## src/rtl/kway_sort_node.sv

```systemverilog
// kway_sort_node: one level of a pipelined K-way heap.
// The node compares an element handed down from the level above with its
// FANOUT children in child memory. If the best child beats the element,
// the two swap and the displaced element is pushed to the next level.
// An INIT sequence fills this level's child memory with sentinels.
module kway_sort_node #(
  parameter int DATA_WIDTH = 32,
  parameter int KEY_WIDTH  = 16,
  parameter int ADDR_WIDTH = 8,
  parameter int FANOUT     = 4,
  parameter int LEVEL      = 1,
  parameter int MAX_HEAP   = 0
) (
  input  logic                         clk,
  input  logic                         rst,
  input  logic                         init,
  output logic                         init_done,
  output logic                         busy,
  output logic                         ovf,
  input  logic                         pl_update_in,
  input  logic [ADDR_WIDTH-1:0]        pl_idx_in,
  input  logic [DATA_WIDTH-1:0]        pl_in,
  output logic                         pl_update_out,
  output logic [ADDR_WIDTH-1:0]        pl_idx_out,
  output logic [DATA_WIDTH-1:0]        pl_out,
  output logic [ADDR_WIDTH-1:0]        cm_addr,
  input  logic [FANOUT*DATA_WIDTH-1:0] cm_rdata,
  output logic [FANOUT-1:0]            cm_we,
  output logic [DATA_WIDTH-1:0]        cm_wdata,
  input  logic                         nl_update_in,
  input  logic [ADDR_WIDTH-1:0]        nl_idx_in,
  input  logic [DATA_WIDTH-1:0]        nl_in,
  output logic                         nl_update_out,
  output logic [ADDR_WIDTH-1:0]        nl_idx_out,
  output logic [DATA_WIDTH-1:0]        nl_out
);

  localparam int SW   = $clog2(FANOUT);
  localparam int ROWS = FANOUT ** LEVEL;
  localparam logic [ADDR_WIDTH-1:0] LAST_ROW = ADDR_WIDTH'(ROWS - 1);
  localparam logic [DATA_WIDTH-1:0] INIT_DATA = (MAX_HEAP != 0) ?
      {2'b01, {(DATA_WIDTH-2){1'b0}}} : {2'b11, {(DATA_WIDTH-2){1'b0}}};
  localparam logic [FANOUT-1:0] ONE_HOT0 = {{(FANOUT-1){1'b0}}, 1'b1};

  typedef enum logic [1:0] {IDLE = 2'd0, INIT = 2'd1, CMP = 2'd2, WB = 2'd3} state_t;

  // Rank of the flag field: min sentinel 0, normal 1, max sentinel 2 (10 acts as 11).
  function automatic logic [1:0] rank(input logic [DATA_WIDTH-1:0] e);
    logic [1:0] f;
    f = e[DATA_WIDTH-1:DATA_WIDTH-2];
    if (f == 2'b01) begin
      rank = 2'd0;
    end else if (f == 2'b00) begin
      rank = 2'd1;
    end else begin
      rank = 2'd2;
    end
  endfunction

  // Strict ordering; only two normal entries fall through to the key compare.
  function automatic logic less(input logic [DATA_WIDTH-1:0] a,
                                input logic [DATA_WIDTH-1:0] b);
    logic [1:0] ra, rb;
    ra = rank(a);
    rb = rank(b);
    if (ra != rb) begin
      less = (ra < rb);
    end else if (ra == 2'd1) begin
      less = (a[KEY_WIDTH-1:0] < b[KEY_WIDTH-1:0]);
    end else begin
      less = 1'b0;
    end
  endfunction

  // "a should sit above b" for this heap direction.
  function automatic logic better(input logic [DATA_WIDTH-1:0] a,
                                  input logic [DATA_WIDTH-1:0] b);
    if (MAX_HEAP != 0) begin
      better = less(b, a);
    end else begin
      better = less(a, b);
    end
  endfunction

  state_t                  state;
  logic [ADDR_WIDTH-1:0]   row_r;
  logic [ADDR_WIDTH-1:0]   addr_r;
  logic [ADDR_WIDTH-1:0]   idx_r;
  logic [DATA_WIDTH-1:0]   pl_r;
  logic                    byp_valid_r;
  logic [ADDR_WIDTH-1:0]   byp_idx_r;
  logic [DATA_WIDTH-1:0]   byp_data_r;

  logic [DATA_WIDTH-1:0]   slot_val [FANOUT];
  logic [DATA_WIDTH-1:0]   best_val;
  logic [SW-1:0]           best_slot;
  logic                    swap;
  logic                    take;
  logic                    accept_pl;

  assign accept_pl = (state == IDLE) && pl_update_in && !init;

  // The memory read has one cycle of latency, so the row address must reach
  // the memory in the same cycle the element arrives; otherwise it is registered.
  assign cm_addr = accept_pl ? pl_idx_in : addr_r;

  // Assemble the child row, overlaying write-backs the memory read may have missed.
  always_comb begin
    for (int s = 0; s < FANOUT; s++) begin
      if (nl_update_in && ((nl_idx_in >> SW) == idx_r) && (nl_idx_in[SW-1:0] == SW'(s))) begin
        slot_val[s] = nl_in;
      end else if (byp_valid_r && ((byp_idx_r >> SW) == idx_r) &&
                   (byp_idx_r[SW-1:0] == SW'(s))) begin
        slot_val[s] = byp_data_r;
      end else begin
        slot_val[s] = cm_rdata[s*DATA_WIDTH +: DATA_WIDTH];
      end
    end
  end

  // Pick the best child (lowest slot wins ties) and decide whether to swap.
  always_comb begin
    best_val  = slot_val[0];
    best_slot = {SW{1'b0}};
    take      = 1'b0;
    for (int s = 1; s < FANOUT; s++) begin
      take      = better(slot_val[s], best_val);
      best_val  = take ? slot_val[s] : best_val;
      best_slot = take ? SW'(s) : best_slot;
    end
    swap = better(best_val, pl_r);
  end

  // Control FSM with all registered outputs, plus the write-back bypass register.
  always_ff @(posedge clk or posedge rst) begin
    if (rst) begin
      state         <= IDLE;
      busy          <= 1'b0;
      init_done     <= 1'b0;
      ovf           <= 1'b0;
      row_r         <= {ADDR_WIDTH{1'b0}};
      addr_r        <= {ADDR_WIDTH{1'b0}};
      idx_r         <= {ADDR_WIDTH{1'b0}};
      pl_r          <= {DATA_WIDTH{1'b0}};
      byp_valid_r   <= 1'b0;
      byp_idx_r     <= {ADDR_WIDTH{1'b0}};
      byp_data_r    <= {DATA_WIDTH{1'b0}};
      pl_update_out <= 1'b0;
      pl_idx_out    <= {ADDR_WIDTH{1'b0}};
      pl_out        <= {DATA_WIDTH{1'b0}};
      cm_we         <= {FANOUT{1'b0}};
      cm_wdata      <= {DATA_WIDTH{1'b0}};
      nl_update_out <= 1'b0;
      nl_idx_out    <= {ADDR_WIDTH{1'b0}};
      nl_out        <= {DATA_WIDTH{1'b0}};
    end else begin
      byp_valid_r <= nl_update_in;
      byp_idx_r   <= nl_idx_in;
      byp_data_r  <= nl_in;

      if (pl_update_in && (state != IDLE)) begin
        ovf <= 1'b1;
      end

      case (state)
        IDLE: begin
          if (init) begin
            state     <= INIT;
            busy      <= 1'b1;
            row_r     <= {ADDR_WIDTH{1'b0}};
            addr_r    <= {ADDR_WIDTH{1'b0}};
            cm_we     <= {FANOUT{1'b1}};
            cm_wdata  <= INIT_DATA;
            init_done <= (LAST_ROW == {ADDR_WIDTH{1'b0}});
          end else if (pl_update_in) begin
            state  <= CMP;
            busy   <= 1'b1;
            pl_r   <= pl_in;
            idx_r  <= pl_idx_in;
            addr_r <= pl_idx_in;
          end
        end
        INIT: begin
          if (row_r == LAST_ROW) begin
            state     <= IDLE;
            busy      <= 1'b0;
            cm_we     <= {FANOUT{1'b0}};
            init_done <= 1'b0;
          end else begin
            row_r     <= row_r + ADDR_WIDTH'(1);
            addr_r    <= row_r + ADDR_WIDTH'(1);
            init_done <= ((row_r + ADDR_WIDTH'(1)) == LAST_ROW);
          end
        end
        CMP: begin
          state <= WB;
          if (swap) begin
            pl_update_out <= 1'b1;
            pl_out        <= best_val;
            pl_idx_out    <= idx_r;
            cm_we         <= ONE_HOT0 << best_slot;
            cm_wdata      <= pl_r;
            nl_update_out <= 1'b1;
            nl_out        <= pl_r;
            nl_idx_out    <= (idx_r << SW) | ADDR_WIDTH'(best_slot);
          end else begin
            pl_update_out <= 1'b0;
            nl_update_out <= 1'b0;
            cm_we         <= {FANOUT{1'b0}};
          end
        end
        WB: begin
          state         <= IDLE;
          busy          <= 1'b0;
          pl_update_out <= 1'b0;
          nl_update_out <= 1'b0;
          cm_we         <= {FANOUT{1'b0}};
        end
        default: begin
          state         <= IDLE;
          busy          <= 1'b0;
          init_done     <= 1'b0;
          pl_update_out <= 1'b0;
          nl_update_out <= 1'b0;
          cm_we         <= {FANOUT{1'b0}};
        end
      endcase
    end
  end

endmodule

```

## config.mk

```make
export PLATFORM = sky130hd
export DESIGN_NAME = kway_sort_node
export DESIGN_NICKNAME = d
export VERILOG_FILES = /design/src/rtl/kway_sort_node.sv
export SDC_FILE = /design/constraint.sdc
export NUM_CORES = 1
export LEC_CHECK = 0
export CORE_MARGIN = 3
export CORE_UTILIZATION = 40
export DETAILED_ROUTE_END_ITERATION = 16
export PLACE_DENSITY = 0.67
export SYNTH_ARGS = -nofsm -noshare
export SYNTH_HDL_FRONTEND = slang
export SYNTH_SLANG_ARGS = --single-unit
```

## constraint.sdc

```tcl
create_clock -name clk -period 32.2 [get_ports clk]
set_input_delay 6.44 -clock clk [delete_from_list [all_inputs] [get_ports clk]]
set_output_delay 6.44 -clock clk [all_outputs]
set_load 0.005 [all_outputs]
```

==> metrics.md <==
| Metric | Value |
|---|---|
| H-tree Lvls | 1 |
| Area of the core | 34000 um2 |
| DR top layer | met5 |
| Pwr/cell area | roughly 67 nW/um2 |
| Synth top cells by count | dfrtp_1, nand2_1, nor2_1 |
| M1 WL | between 20000 and 25000 um |
| Reg2reg end | nl_out[28] |
| Gr usage total | 0.250 |
| Die X | 193 um |
| DRT iter0 DRCs | around 1100 |
| Netlist Area Pre-Place | 13900 um2 |
| Clock Skews | ~20 ps |
| 1st-pass router iterations | 6 |
| Clock power frac | 0.259 |
| Final hold vios | 0 |
| Worst Path Arrival | approximately 21000 ps |
| Largest net degree at the start of global routing | slightly below 90 |
| Skew-Pair Late Insertion Delay | 550 ps |
| Vias in the first global route | between 10000 and 15000 |
| Post-synth top area share | 0.383 |
| Worst vdd ir | about 0.045 mV |
| CTS sink cnt | ~210 |
| Bufs on Longest Clock Path | 3 |
| Sw Pwr | about 0.00044 W |
| Critical Path Stages | 53 |
| Yosys reg bits | ~210 |
| Dominant synthesized flop cell | dfrtp_1 |
| Final Critical Period | about 21000 ps |
| Cts bufs inserted | 24 |
| Worst slew pin tran | ~1100 ps |
| Max FO, Critical Path | 87 |
| Die area | approximately 37000 um2 |
| Relative slew slack | 0.250 |
| Nets | 2087 |
| Vias | roughly 13000 |
| Design Power | roughly 0.0012 W |
| Die Height | between 150 and 200 um |
| CTS Hold Bufs | 0 |
| Initial Util | 0.410 |
| Tcrit/Tclk final | 0.652 |
| Max-slew violations | 0 |
| DR WL met2 | 21700 um |
| Final antenna-violating net count | 0 |
| Detail Route met3 WL | roughly 4400 um |
| Setup tns final | 0 ps |
| Post-cts resize count | 0 |
| Post-CTS setup buffer count | 0 |
| # DRC | 0 |
| R2r setup slk | 17070 ps |
| CP Launch Point | nl_update_in |
| Final HPWL DP | 36000 um |
| Layout cell share with drive strength beyond 1 | 0.103 |
| Max Freq | approximately 48 MHz |
| Net Count, Synth | ~1800 |
| Status | finished, final reports clean |
| Synth area leader | dfrtp_1 |
| WP data required | 32620 ps |
| CTS tree | yes |
| Number of port buffers | approximately 340 |
| P&R area growth vs syn | 33.3% |
| FF-to-FF Start | idx_r[5] |
| Bufs and invs on worst path | 5 |
| Drt wl/cell | approximately 21 um |
| Synthesized area per cell | ~9.2 um2 |
| Max cap viols | 0 |
| I/O pin count | around 340 |
| CP top delay family | simple AND/OR/NAND/NOR gates |
| Vias/cell | roughly 5.6 |
| Final hold slack | between 400 and 500 ps |
| Leakage power | around 8.3 nW |
| Slowest stage delay, CP | 900 ps |
| Synth warn | 0 |
| RSZ-0062 raised after global routing | no |
| P_int | 0.000792 W |
| Worst Path Class, Setup | primary input to flop |
| Async S/R FF share, synth | 1.00 |
| Comb pwr share | 0.413 |
| Worst setup EP type | flop |
| Global-route wire length before repair | around 73000 um |
| Final Wtd Congestion | 0.921 |
| End of the worst hold path | ovf |
| Cells after Synth | 1519 |
| Slowest-stage cell, CP | or4_1 |
| Routed WL | between 40000 and 50000 um |
| Clock root buffer | clkbuf_16 |
| Hold path depth | 1 |
| Initial antenna violation count | 1 |
| Net Sw Frac | 0.359 |
| Yosys cell types | 70 |
| Top cells by area, synth | dfrtp_1, mux2i_1, mux2_2, ha_1, nand2_1 |
| Congestion Overflow GR | 0 |
| Seq pwr share | 0.329 |
| Worst Min Path Start | ovf |
| Setup-failing EPs final | 0 |
| Post-synth EDFFs | 0 |
| Cell with the most instances after synthesis | dfrtp_1 |
| Layout fillers | between 3000 and 4000 |
| CP Launch Type | primary input |
| Worst Hold Class | flop to flop |
| Row count | between 60 and 70 |
| Register-to-Register Path Depth | 53 |
| Sequential share of the synthesized area | 0.383 |
| Clock-pin transition on the worst setup and hold timing paths | 60 ps |
[layout make-up]
| class | count | area, um2 | area share |
|---|---|---|---|
| multi-input combinational | 1175 | 8030 | 0.433 |
| sequential | 213 | 5330 | 0.287 |
| timing repair buffer | 360 | 3560 | 0.192 |
| clock buffer | 32 | 661 | 0.0356 |
| tap | 448 | 561 | 0.0302 |
| clock inverter | 12 | 272 | 0.0146 |
| inverter | 34 | 135 | 0.00729 |
| antenna | 1 | 2.50 | 0.000135 |
[power by group through the flow]
stage / logic, W / clock network [W] / registers, W
2_1_floorplan: 0.000293 / 0 / 0.000390
3_3_place_gp: 0.000499 / 0 / 0.000407
3_5_place_dp: 0.000507 / 0 / 0.000409
4_1_cts: 0.000511 / 0.000326 / 0.000406
5_1_grt: 0.000561 / 0.000338 / 0.000416
6_report: 0.000511 / 0.000320 / 0.000406
[sequential cells by signal, summed over array words and instances (netlist names), 2 cells and up]
| register | cells |
|---|---|
| addr_r | 8 |
| byp_data_r | 32 |
| byp_idx_r | 8 |
| cm_wdata | 32 |
| cm_we | 4 |
| idx_r | 8 |
| nl_idx_out | 2 |
| nl_out | 32 |
| pl_idx_out | 8 |
| pl_out | 32 |
| pl_r | 32 |
| row_r | 8 |
| state | 2 |
[worst max-delay path by stage]
| stage | endpoint | slack, ps |
|---|---|---|
| after floorplan | pl_out[1] | 14370 |
| after global placement | nl_out[19] | 11320 |
| after detailed placement | nl_out[17] | 10810 |
| after CTS | nl_out[29] | 11400 |
| after global routing | pl_out[17] | 10250 |
| final | nl_out[28] | 11200 |
[per-stage QoR]
stage               utilization  instances  area [um2]  setup WS [ps]
finish                    0.546       2275       18500          11200
global route              0.546       2274       18500          10250
detailed placement        0.519       2230       17600          10810
floorplan                     -       1519       13900          14370
CTS                       0.546       2274       18500          11400
global placement          0.519       2230       17600          11320
[placed cells by master (no fill, tap or decap), types with 30 or more instances in the layout]
cell type | synthesis | final
a22o_1 | 31 | 31
ha_1 | 66 | 66
nand3_1 | 31 | 30
mux2i_1 | 118 | 118
inv_1 | 33 | 32
dfrtp_1 | 213 | 213
nand2_1 | 193 | 193
nor2_1 | 161 | 160
clkdlybuf4s50_1 | 0 | 341
a21o_1 | 58 | 58
mux2_2 | 102 | 102
o21ai_0 | 116 | 116
a21oi_1 | 114 | 114
[worst reg2reg max path, delay by kind of cell, from the launching register on]
family	cells	cell delay [ps]
AOI/OAI and AO/OA	20	4530
DFF	1	440
and+or+nand+nor	20	4870
buffers and inverters	5	2580
xor gates and xnor gates	1	250
adders and majority gates	4	1310
muxes	3	1010
[cell families (layout without fill, tap and decap cells)]
logic type               count (synthesis)  after routing  synth area share
multiplexers                           225            225             0.173
flip-flops                             213            213             0.383
adder cells (fa/ha/maj)                 66             66            0.0593
AND/OR/NAND/NOR                        464            464             0.147
buffers and inverters                  131            438            0.0428
AO/OA/AOI/OAI                          403            403             0.184
other                                    0              1                 0
XOR/XNOR                                17             17            0.0107
[per-layer routing]
metal / vias to the layer above / track usage
li1: 6022 / -
met1: 6149 / 0.336
met2: 508 / 0.397
met3: 68 / 0.0687
met4: 2 / 0.0712
met5: - / 0
(Power assumes the default switching activity.)
